[src/rtl/pipe_ctrl_pkg.sv]
// Shared definitions for the pipeline stall/flush sequencer.
package pipe_ctrl_pkg;

    // Sequencer states; the encoding is fixed so other blocks can decode it.
    typedef enum logic [1:0] {
        ST_BOOT  = 2'b00,
        ST_RUN   = 2'b01,
        ST_DWAIT = 2'b10
    } pipe_state_t;

    // Architectural zero register: never a real producer, so it never causes a hazard.
    localparam logic [4:0] REG_X0 = 5'd0;

    // Width of the dmem wait counter (saturates at all-ones).
    localparam int WAIT_W = 8;

    // Saturating increment for the dmem wait counter.
    function automatic logic [WAIT_W-1:0] wait_sat_inc(input logic [WAIT_W-1:0] value);
        logic [WAIT_W-1:0] result;
        if (value == {WAIT_W{1'b1}}) begin
            result = value;
        end else begin
            result = value + {{(WAIT_W-1){1'b0}}, 1'b1};
        end
        return result;
    endfunction

endpackage

[src/rtl/sat_counter.sv]
// Saturating up-counter used for the pipeline performance counters.
module sat_counter #(
    parameter int W = 32
) (
    input  logic         clk,
    input  logic         rst_n,
    input  logic         inc,
    output logic [W-1:0] cnt
);

    logic [W-1:0] cnt_r;

    // Count up on inc and stick at all-ones instead of wrapping.
    always_ff @(posedge clk or negedge rst_n) begin
        if (!rst_n) begin
            cnt_r <= {W{1'b0}};
        end else if (inc && (cnt_r != {W{1'b1}})) begin
            cnt_r <= cnt_r + {{(W-1){1'b0}}, 1'b1};
        end else begin
            cnt_r <= cnt_r;
        end
    end

    assign cnt = cnt_r;

endmodule

[src/rtl/pipe_hazard_ctrl.sv]
// Central stall/flush sequencer for the 5-stage pipeline: boot fill,
// load-use stall, ID redirect flush, dmem wait freeze and watchdog.
module pipe_hazard_ctrl
    import pipe_ctrl_pkg::*;
#(
    parameter int BOOT_CYCLES = 4,
    parameter int MAX_WAIT    = 64,
    parameter int CNT_W       = 32
) (
    input  logic             clk,
    input  logic             rst_n,
    input  logic [4:0]       id_rs1_addr_i,
    input  logic [4:0]       id_rs2_addr_i,
    input  logic             id_rs1_used_i,
    input  logic             id_rs2_used_i,
    input  logic             ex_mem_read_i,
    input  logic [4:0]       ex_rd_addr_i,
    input  logic             id_redirect_i,
    input  logic             mem_access_i,
    input  logic             dmem_ready_i,
    output logic             dmem_req_o,
    output logic             pc_we_o,
    output logic             pc_sel_o,
    output logic             if_id_we_o,
    output logic             if_id_flush_o,
    output logic             id_ex_we_o,
    output logic             id_ex_flush_o,
    output logic             ex_mem_we_o,
    output logic             mem_wb_flush_o,
    output logic             timeout_o,
    output logic [CNT_W-1:0] stall_cnt_o,
    output logic [CNT_W-1:0] flush_cnt_o
);

    localparam logic [3:0]        BOOT_LAST  = 4'(BOOT_CYCLES - 1);
    localparam logic [WAIT_W-1:0] WAIT_LIMIT = WAIT_W'(MAX_WAIT);

    pipe_state_t       state_r;
    pipe_state_t       state_nxt_s;
    logic [3:0]        boot_cnt_r;
    logic [3:0]        boot_cnt_nxt_s;
    logic [WAIT_W-1:0] wait_cnt_r;
    logic [WAIT_W-1:0] wait_cnt_nxt_s;
    logic              timeout_r;

    logic rs1_hit_s;
    logic rs2_hit_s;
    logic load_use_s;
    logic dmem_stall_s;
    logic eval_hazard_s;
    logic in_pipe_s;
    logic waiting_s;
    logic flush_inc_s;
    logic stall_inc_s;
    logic timeout_set_s;

    // Load-use detection: EX load writing a register the ID instruction reads.
    always_comb begin
        rs1_hit_s    = id_rs1_used_i && (id_rs1_addr_i == ex_rd_addr_i);
        rs2_hit_s    = id_rs2_used_i && (id_rs2_addr_i == ex_rd_addr_i);
        load_use_s   = ex_mem_read_i && (ex_rd_addr_i != REG_X0) && (rs1_hit_s || rs2_hit_s);
        dmem_stall_s = mem_access_i && !dmem_ready_i;
    end

    // Next-state and stage control decode; enables default on, flushes off.
    always_comb begin
        state_nxt_s    = state_r;
        boot_cnt_nxt_s = boot_cnt_r;
        wait_cnt_nxt_s = wait_cnt_r;
        pc_we_o        = 1'b1;
        pc_sel_o       = 1'b0;
        if_id_we_o     = 1'b1;
        if_id_flush_o  = 1'b0;
        id_ex_we_o     = 1'b1;
        id_ex_flush_o  = 1'b0;
        ex_mem_we_o    = 1'b1;
        mem_wb_flush_o = 1'b0;
        dmem_req_o     = 1'b0;
        eval_hazard_s  = 1'b0;
        in_pipe_s      = 1'b0;
        waiting_s      = 1'b0;
        flush_inc_s    = 1'b0;

        case (state_r)
            ST_BOOT: begin
                pc_we_o        = 1'b0;
                if_id_flush_o  = 1'b1;
                id_ex_flush_o  = 1'b1;
                mem_wb_flush_o = 1'b1;
                if (boot_cnt_r == BOOT_LAST) begin
                    state_nxt_s    = ST_RUN;
                    boot_cnt_nxt_s = 4'd0;
                end else begin
                    boot_cnt_nxt_s = boot_cnt_r + 4'd1;
                end
            end
            ST_RUN: begin
                in_pipe_s = 1'b1;
                if (dmem_stall_s) begin
                    pc_we_o        = 1'b0;
                    if_id_we_o     = 1'b0;
                    id_ex_we_o     = 1'b0;
                    ex_mem_we_o    = 1'b0;
                    mem_wb_flush_o = 1'b1;
                    dmem_req_o     = 1'b1;
                    state_nxt_s    = ST_DWAIT;
                    wait_cnt_nxt_s = {{(WAIT_W-1){1'b0}}, 1'b1};
                    waiting_s      = 1'b1;
                end else begin
                    dmem_req_o    = mem_access_i;
                    eval_hazard_s = 1'b1;
                end
            end
            ST_DWAIT: begin
                in_pipe_s  = 1'b1;
                dmem_req_o = 1'b1;
                if (!dmem_ready_i) begin
                    // Freeze everything up to MEM so the access stays stable.
                    pc_we_o        = 1'b0;
                    if_id_we_o     = 1'b0;
                    id_ex_we_o     = 1'b0;
                    ex_mem_we_o    = 1'b0;
                    mem_wb_flush_o = 1'b1;
                    wait_cnt_nxt_s = wait_sat_inc(wait_cnt_r);
                    waiting_s      = 1'b1;
                end else begin
                    state_nxt_s    = ST_RUN;
                    wait_cnt_nxt_s = {WAIT_W{1'b0}};
                    eval_hazard_s  = 1'b1;
                end
            end
            default: begin
                pc_we_o        = 1'b0;
                if_id_flush_o  = 1'b1;
                id_ex_flush_o  = 1'b1;
                mem_wb_flush_o = 1'b1;
                state_nxt_s    = ST_BOOT;
                boot_cnt_nxt_s = 4'd0;
            end
        endcase

        // Load-use outranks redirect: the branch in ID re-resolves next cycle.
        if (eval_hazard_s) begin
            if (load_use_s) begin
                pc_we_o       = 1'b0;
                if_id_we_o    = 1'b0;
                id_ex_flush_o = 1'b1;
            end else if (id_redirect_i) begin
                pc_sel_o      = 1'b1;
                if_id_flush_o = 1'b1;
                flush_inc_s   = 1'b1;
            end else begin
                pc_sel_o = 1'b0;
            end
        end else begin
            pc_sel_o = 1'b0;
        end
    end

    // Watchdog trips on the edge where the wait counter reaches its limit.
    always_comb begin
        timeout_set_s = waiting_s && (wait_cnt_nxt_s >= WAIT_LIMIT);
        stall_inc_s   = in_pipe_s && !pc_we_o;
    end

    // Sequencer state, boot/wait counters and sticky timeout flag.
    always_ff @(posedge clk or negedge rst_n) begin
        if (!rst_n) begin
            state_r    <= ST_BOOT;
            boot_cnt_r <= 4'd0;
            wait_cnt_r <= {WAIT_W{1'b0}};
            timeout_r  <= 1'b0;
        end else begin
            state_r    <= state_nxt_s;
            boot_cnt_r <= boot_cnt_nxt_s;
            wait_cnt_r <= wait_cnt_nxt_s;
            if (timeout_set_s) begin
                timeout_r <= 1'b1;
            end else begin
                timeout_r <= timeout_r;
            end
        end
    end

    assign timeout_o = timeout_r;

    sat_counter #(.W(CNT_W)) u_stall_cnt (
        .clk   (clk),
        .rst_n (rst_n),
        .inc   (stall_inc_s),
        .cnt   (stall_cnt_o)
    );

    sat_counter #(.W(CNT_W)) u_flush_cnt (
        .clk   (clk),
        .rst_n (rst_n),
        .inc   (flush_inc_s),
        .cnt   (flush_cnt_o)
    );

endmodule

[config.mk]
export PLATFORM = sky130hd
export DESIGN_NAME = pipe_hazard_ctrl
export DESIGN_NICKNAME = d
export VERILOG_FILES = /design/src/rtl/pipe_ctrl_pkg.sv /design/src/rtl/sat_counter.sv /design/src/rtl/pipe_hazard_ctrl.sv
export SDC_FILE = /design/constraint.sdc
export NUM_CORES = 1
export LEC_CHECK = 0
export ABC_CLOCK_PERIOD_IN_PS = 6710
export BUFFER_PORTS_ARGS = -buffer_cell sky130_fd_sc_hd__buf_4
export CORE_UTILIZATION = 50
export CTS_CLUSTER_SIZE = 8
export DETAILED_ROUTE_END_ITERATION = 12
export MAX_ROUTING_LAYER = met4
export PLACE_DENSITY = 0.75
export SLEW_MARGIN = 20
export SYNTH_ARGS = -nofsm -noshare
export SYNTH_HDL_FRONTEND = slang
export SYNTH_SLANG_ARGS = --single-unit
[constraint.sdc]
create_clock -name clk -period 6.71 [get_ports clk]
set_input_delay 0 -clock clk [delete_from_list [all_inputs] [get_ports clk]]
set_output_delay 0 -clock clk [all_outputs]
set_load 0.02 [all_outputs]
==> run_summary.xml <==
<?xml version="1.0" encoding="UTF-8"?>
<metrics>
  <group name="run_status">
    <metric name="run_status" unit="">finished clean</metric>
  </group>
  <group name="cells_and_area">
    <metric name="antennaDiodeCount" unit="">0</metric>
    <metric name="synthToLayoutAreaGrowth" unit="%">23.57</metric>
    <metric name="post_route_cells_drive_above_1_share" unit="%">22.85</metric>
    <metric name="finalNetCount" unit="">561</metric>
    <metric name="post-route-util" unit="%">64.03</metric>
  </group>
  <group name="synthesis">
    <metric name="ys_types" unit="">51</metric>
    <metric name="yosys_most_used_dff" unit="">dfrtp_1</metric>
    <metric name="ys_warn_count" unit="">0</metric>
    <metric name="syn-instance-count" unit="">437</metric>
    <metric name="combinational_family_with_the_most_area_after_synthesis" unit="">simple AND/OR/NAND/NOR gates</metric>
    <metric name="syn_nets" unit="">468</metric>
    <metric name="synth_fa_ha_area_share" unit="%">2.351</metric>
    <metric name="ys_async_sr_fraction" unit="%">100.0</metric>
    <metric name="synth.yosys.seq_area_share" unit="%">46.43</metric>
    <metric name="post_synth_instance_area" unit="sq um">4258</metric>
    <metric name="post_synth.cell_area_avg" unit="sq um">9.743</metric>
    <metric name="synth.ff_latch_count" unit="">79</metric>
    <metric name="area_fraction_in_and_or_nand_and_nor_cells_after_synthesis" unit="%">26.04</metric>
    <metric name="edff_count_synth" unit="">0</metric>
    <metric name="compound_gate_fraction_of_synth_area" unit="%">6.847</metric>
    <metric name="yosys-mux-area-fraction" unit="%">1.029</metric>
    <metric name="synth_xor_area_share" unit="%">14.78</metric>
  </group>
  <group name="floorplan">
    <metric name="die_width" unit="um">94.28</metric>
    <metric name="io_pins" unit="">97</metric>
    <metric name="die_area" unit="sq um">8889</metric>
    <metric name="floorplan.core_area" unit="sq um">8217</metric>
    <metric name="rows" unit="">33</metric>
    <metric name="start_util" unit="%">51.82</metric>
    <metric name="die_y" unit="um">94.28</metric>
  </group>
  <group name="grt">
    <metric name="grt_start_max_net_pins" unit="">80</metric>
    <metric name="first_global_vias" unit="">3510</metric>
    <metric name="groute.usage.overall" unit="%">25.24</metric>
    <metric name="grt_first_pass_wirelength" unit="mm">16.80</metric>
    <metric name="grt_antenna_before_repair" unit="">0</metric>
    <metric name="overflow" unit="">0</metric>
  </group>
  <group name="power_and_ir_drop">
    <metric name="power.density" unit="nW/um^2">300.3</metric>
    <metric name="vdd_ir_drop_max" unit="uV">320.9</metric>
    <metric name="p_total" unit="uW">1580</metric>
    <metric name="p_leak" unit="uW">0.002532</metric>
  </group>
  <group name="sta">
    <metric name="rsz_0062_raised_after_global_routing" unit="">false</metric>
    <metric name="timing.fmax" unit="MHz">360.5</metric>
    <metric name="slew_headroom" unit="%">49.33</metric>
    <metric name="timing.setup.tns" unit="ps">0</metric>
    <metric name="setup_violations" unit="">0</metric>
    <metric name="layout_setup_ws" unit="ps">3936</metric>
    <metric name="post-route-min-period" unit="ps">2774</metric>
    <metric name="worst_pin_slew" unit="ps">760.0</metric>
    <metric name="timing.clock.skew" unit="ps">7.055</metric>
    <metric name="hold_viol" unit="">0</metric>
    <metric name="slew_violations" unit="">0</metric>
    <metric name="fin_crit_sh" unit="%">41.34</metric>
  </group>
  <group name="worst_setup_path">
    <metric name="crit_cells" unit="">7</metric>
    <metric name="crit_path_max_incr_delay" unit="ps">730</metric>
    <metric name="critical_path_buf_inv_count" unit="">1</metric>
    <metric name="timing.critical_path.to_type" unit="">register</metric>
    <metric name="critPathTopFamily" unit="">simple AND/OR/NAND/NOR gates</metric>
    <metric name="crit_path_max_fanout" unit="">23</metric>
    <metric name="worst_setup_path_start_kind" unit="">register</metric>
    <metric name="timing.critical_path.slowest_stage_cell" unit="">ha_1</metric>
    <metric name="critPathArrivalTime" unit="ps">3010</metric>
    <metric name="critical_path.cell_chain" unit="">inv_1 &gt; ha_1 &gt; nand2_1 &gt; nor2_1 &gt; and4_1 &gt; nand4_1 &gt; xnor2_1</metric>
    <metric name="critPathRequiredTime" unit="ps">6950</metric>
    <metric name="worstSetupPathType" unit="">register to register</metric>
    <metric name="reg2reg_depth" unit="">7</metric>
  </group>
  <group name="routing">
    <metric name="drt_wl_total" unit="mm">10.43</metric>
    <metric name="wl_per_cell" unit="um">16.31</metric>
    <metric name="dr.pass1.iters" unit="">4</metric>
    <metric name="ant_nets" unit="">0</metric>
    <metric name="drt_iter0_drc" unit="">198</metric>
    <metric name="routed_via_density" unit="">5.775</metric>
    <metric name="vias" unit="">3690</metric>
    <metric name="post-route-drc-count" unit="">0</metric>
  </group>
  <group name="clock_network">
    <metric name="clkLatencyLatePin" unit="ps">350</metric>
    <metric name="cts_root_buffer" unit="">clkbuf_8</metric>
    <metric name="cts_inserted_buffers" unit="">9</metric>
    <metric name="setup_fix_bufs_post_cts" unit="">0</metric>
    <metric name="clkSinkCount" unit="">79</metric>
    <metric name="clock_path_buffers" unit="">2</metric>
    <metric name="path_clk_slew" unit="ps">80</metric>
    <metric name="ctsHtreeMaxLevel" unit="">3</metric>
    <metric name="tritoncts" unit="">yes</metric>
  </group>
  <group name="place">
    <metric name="buffer_ports.inserted" unit="">96</metric>
    <metric name="dpl_worst_slack" unit="ps">3987</metric>
    <metric name="place.gp.congestion" unit="">0.8450</metric>
    <metric name="hpwlAfterDp" unit="mm">7.352</metric>
  </group>
  <group name="run">
    <metric name="max_cap_violations" unit="">0</metric>
  </group>
  <group name="hold_path">
    <metric name="path_category_of_the_worst_min_delay_check" unit="">input port to register</metric>
    <metric name="whs_path_depth" unit="">4</metric>
  </group>
</metrics>
==> synthesized netlist by cell type (all sizes together) (4+ instances only) <==
cell	count	area, sq um
o21ai	13	65.06
nand2b	4	25.02
nor2	24	90.09
nor4	6	50.04
ha	8	100.1
nand3	30	155.1
o31ai	4	30.03
inv	9	33.78
xor2	33	289.0
dfrtp	79	1977
nor3	27	140.1
a31oi	4	31.28
and3	13	81.33
nand4	35	219.0
buf	8	47.54
a21oi	7	42.54
and4	8	70.07
xnor2	38	340.3
nand2	45	168.9
and2	7	43.79
clkbuf	7	26.28
==> layout by cell type, fill, tap and decap left out, drive strengths merged, types with 4 or more instances in the layout <==
cell and instances:
and2 7, xnor2 38, nand3 30, a31oi 4, a21oi 7, and4 8
nand2b 4, nor3 27, o21ai 13, nor4 6, o31ai 4, inv 9
xor2 33, buf 96, ha 8, clkbuf 11, nand4 35, and3 13
nor2 24, nand2 45, dfrtp 79
==> tightest hold or removal path, delay by kind of cell <==
kind                   cells  cell delay, ps
buffers and inverters      1             130
AND/OR/NAND/NOR            2             130
AO/OA/AOI/OAI              1              90
==> state kept, by name (all words and copies together), names as in the netlist, named ones only <==
register / cells
u_flush_cnt.cnt: 32
u_stall_cnt.cnt: 32
boot_cnt_r: 4
state_r: 2
wait_cnt_r: 2
timeout_o: 1
==> routing by layer <==
metal  global-route usage, %  part of all wire, %
met1                   32.57                   42
met2                   39.37                   50
met3                   4.369                  5.6
met4                   10.38                  2.3
met5                       -                    0
==> layout make-up <==
class / instances / area (sq um)
clock buffers: 11 / 141.4
clock inverters: 4 / 70.07
fillers: 680 / 2955
inverters: 9 / 33.78
multi-input cells: 334 / 2173
flip-flops and latches: 79 / 1977
well taps: 105 / 131.4
repair buffers: 97 / 734.5
==> worst paths after layout <==
kind                              startpoint                   to  slack [ps]
worst max register to register    state_r[1]  u_flush_cnt.cnt[17]        3940
min in group asynchronous              rst_n  u_flush_cnt.cnt[23]         230
worst min register to register     timeout_o            timeout_o         480
worst max-delay path              state_r[1]  u_flush_cnt.cnt[17]        3940
worst min-delay path            dmem_ready_i            timeout_o          30
max in group asynchronous              rst_n   u_stall_cnt.cnt[2]        5970
==> per-stage QoR <==
step	std cells	area (sq um)	hold slack [ps]
6_report	639	5261	33.85
4_1_cts	639	5258	33.23
3_5_place_dp	623	5036	227.8
3_3_place_gp	623	5036	225.3
2_1_floorplan	437	4258	-295.6
5_1_grt	639	5261	60.04
==> timing repair <==
action / in CTS / in global routing
hold endpoints to repair: 79 / 0
hold buffers: 1 / 0
gates resized for setup: 0 / 0
==> report_power, final <==
part	switching [uW]	internal (uW)	total, uW
logic	402	218	620
registers	55.5	520	575
clock network	168	217	385
==> cell families (layout without fill, tap and decap cells) <==
kind of cell,after synthesis,after routing
AND/OR/NAND/NOR,208,208
flip-flops,79,79
XOR/XNOR,71,71
AO/OA/AOI/OAI,43,43
buffers and inverters,24,121
adder cells (fa/ha/maj),8,8
multiplexers,4,4
Power figures use the tool's default switching activity.
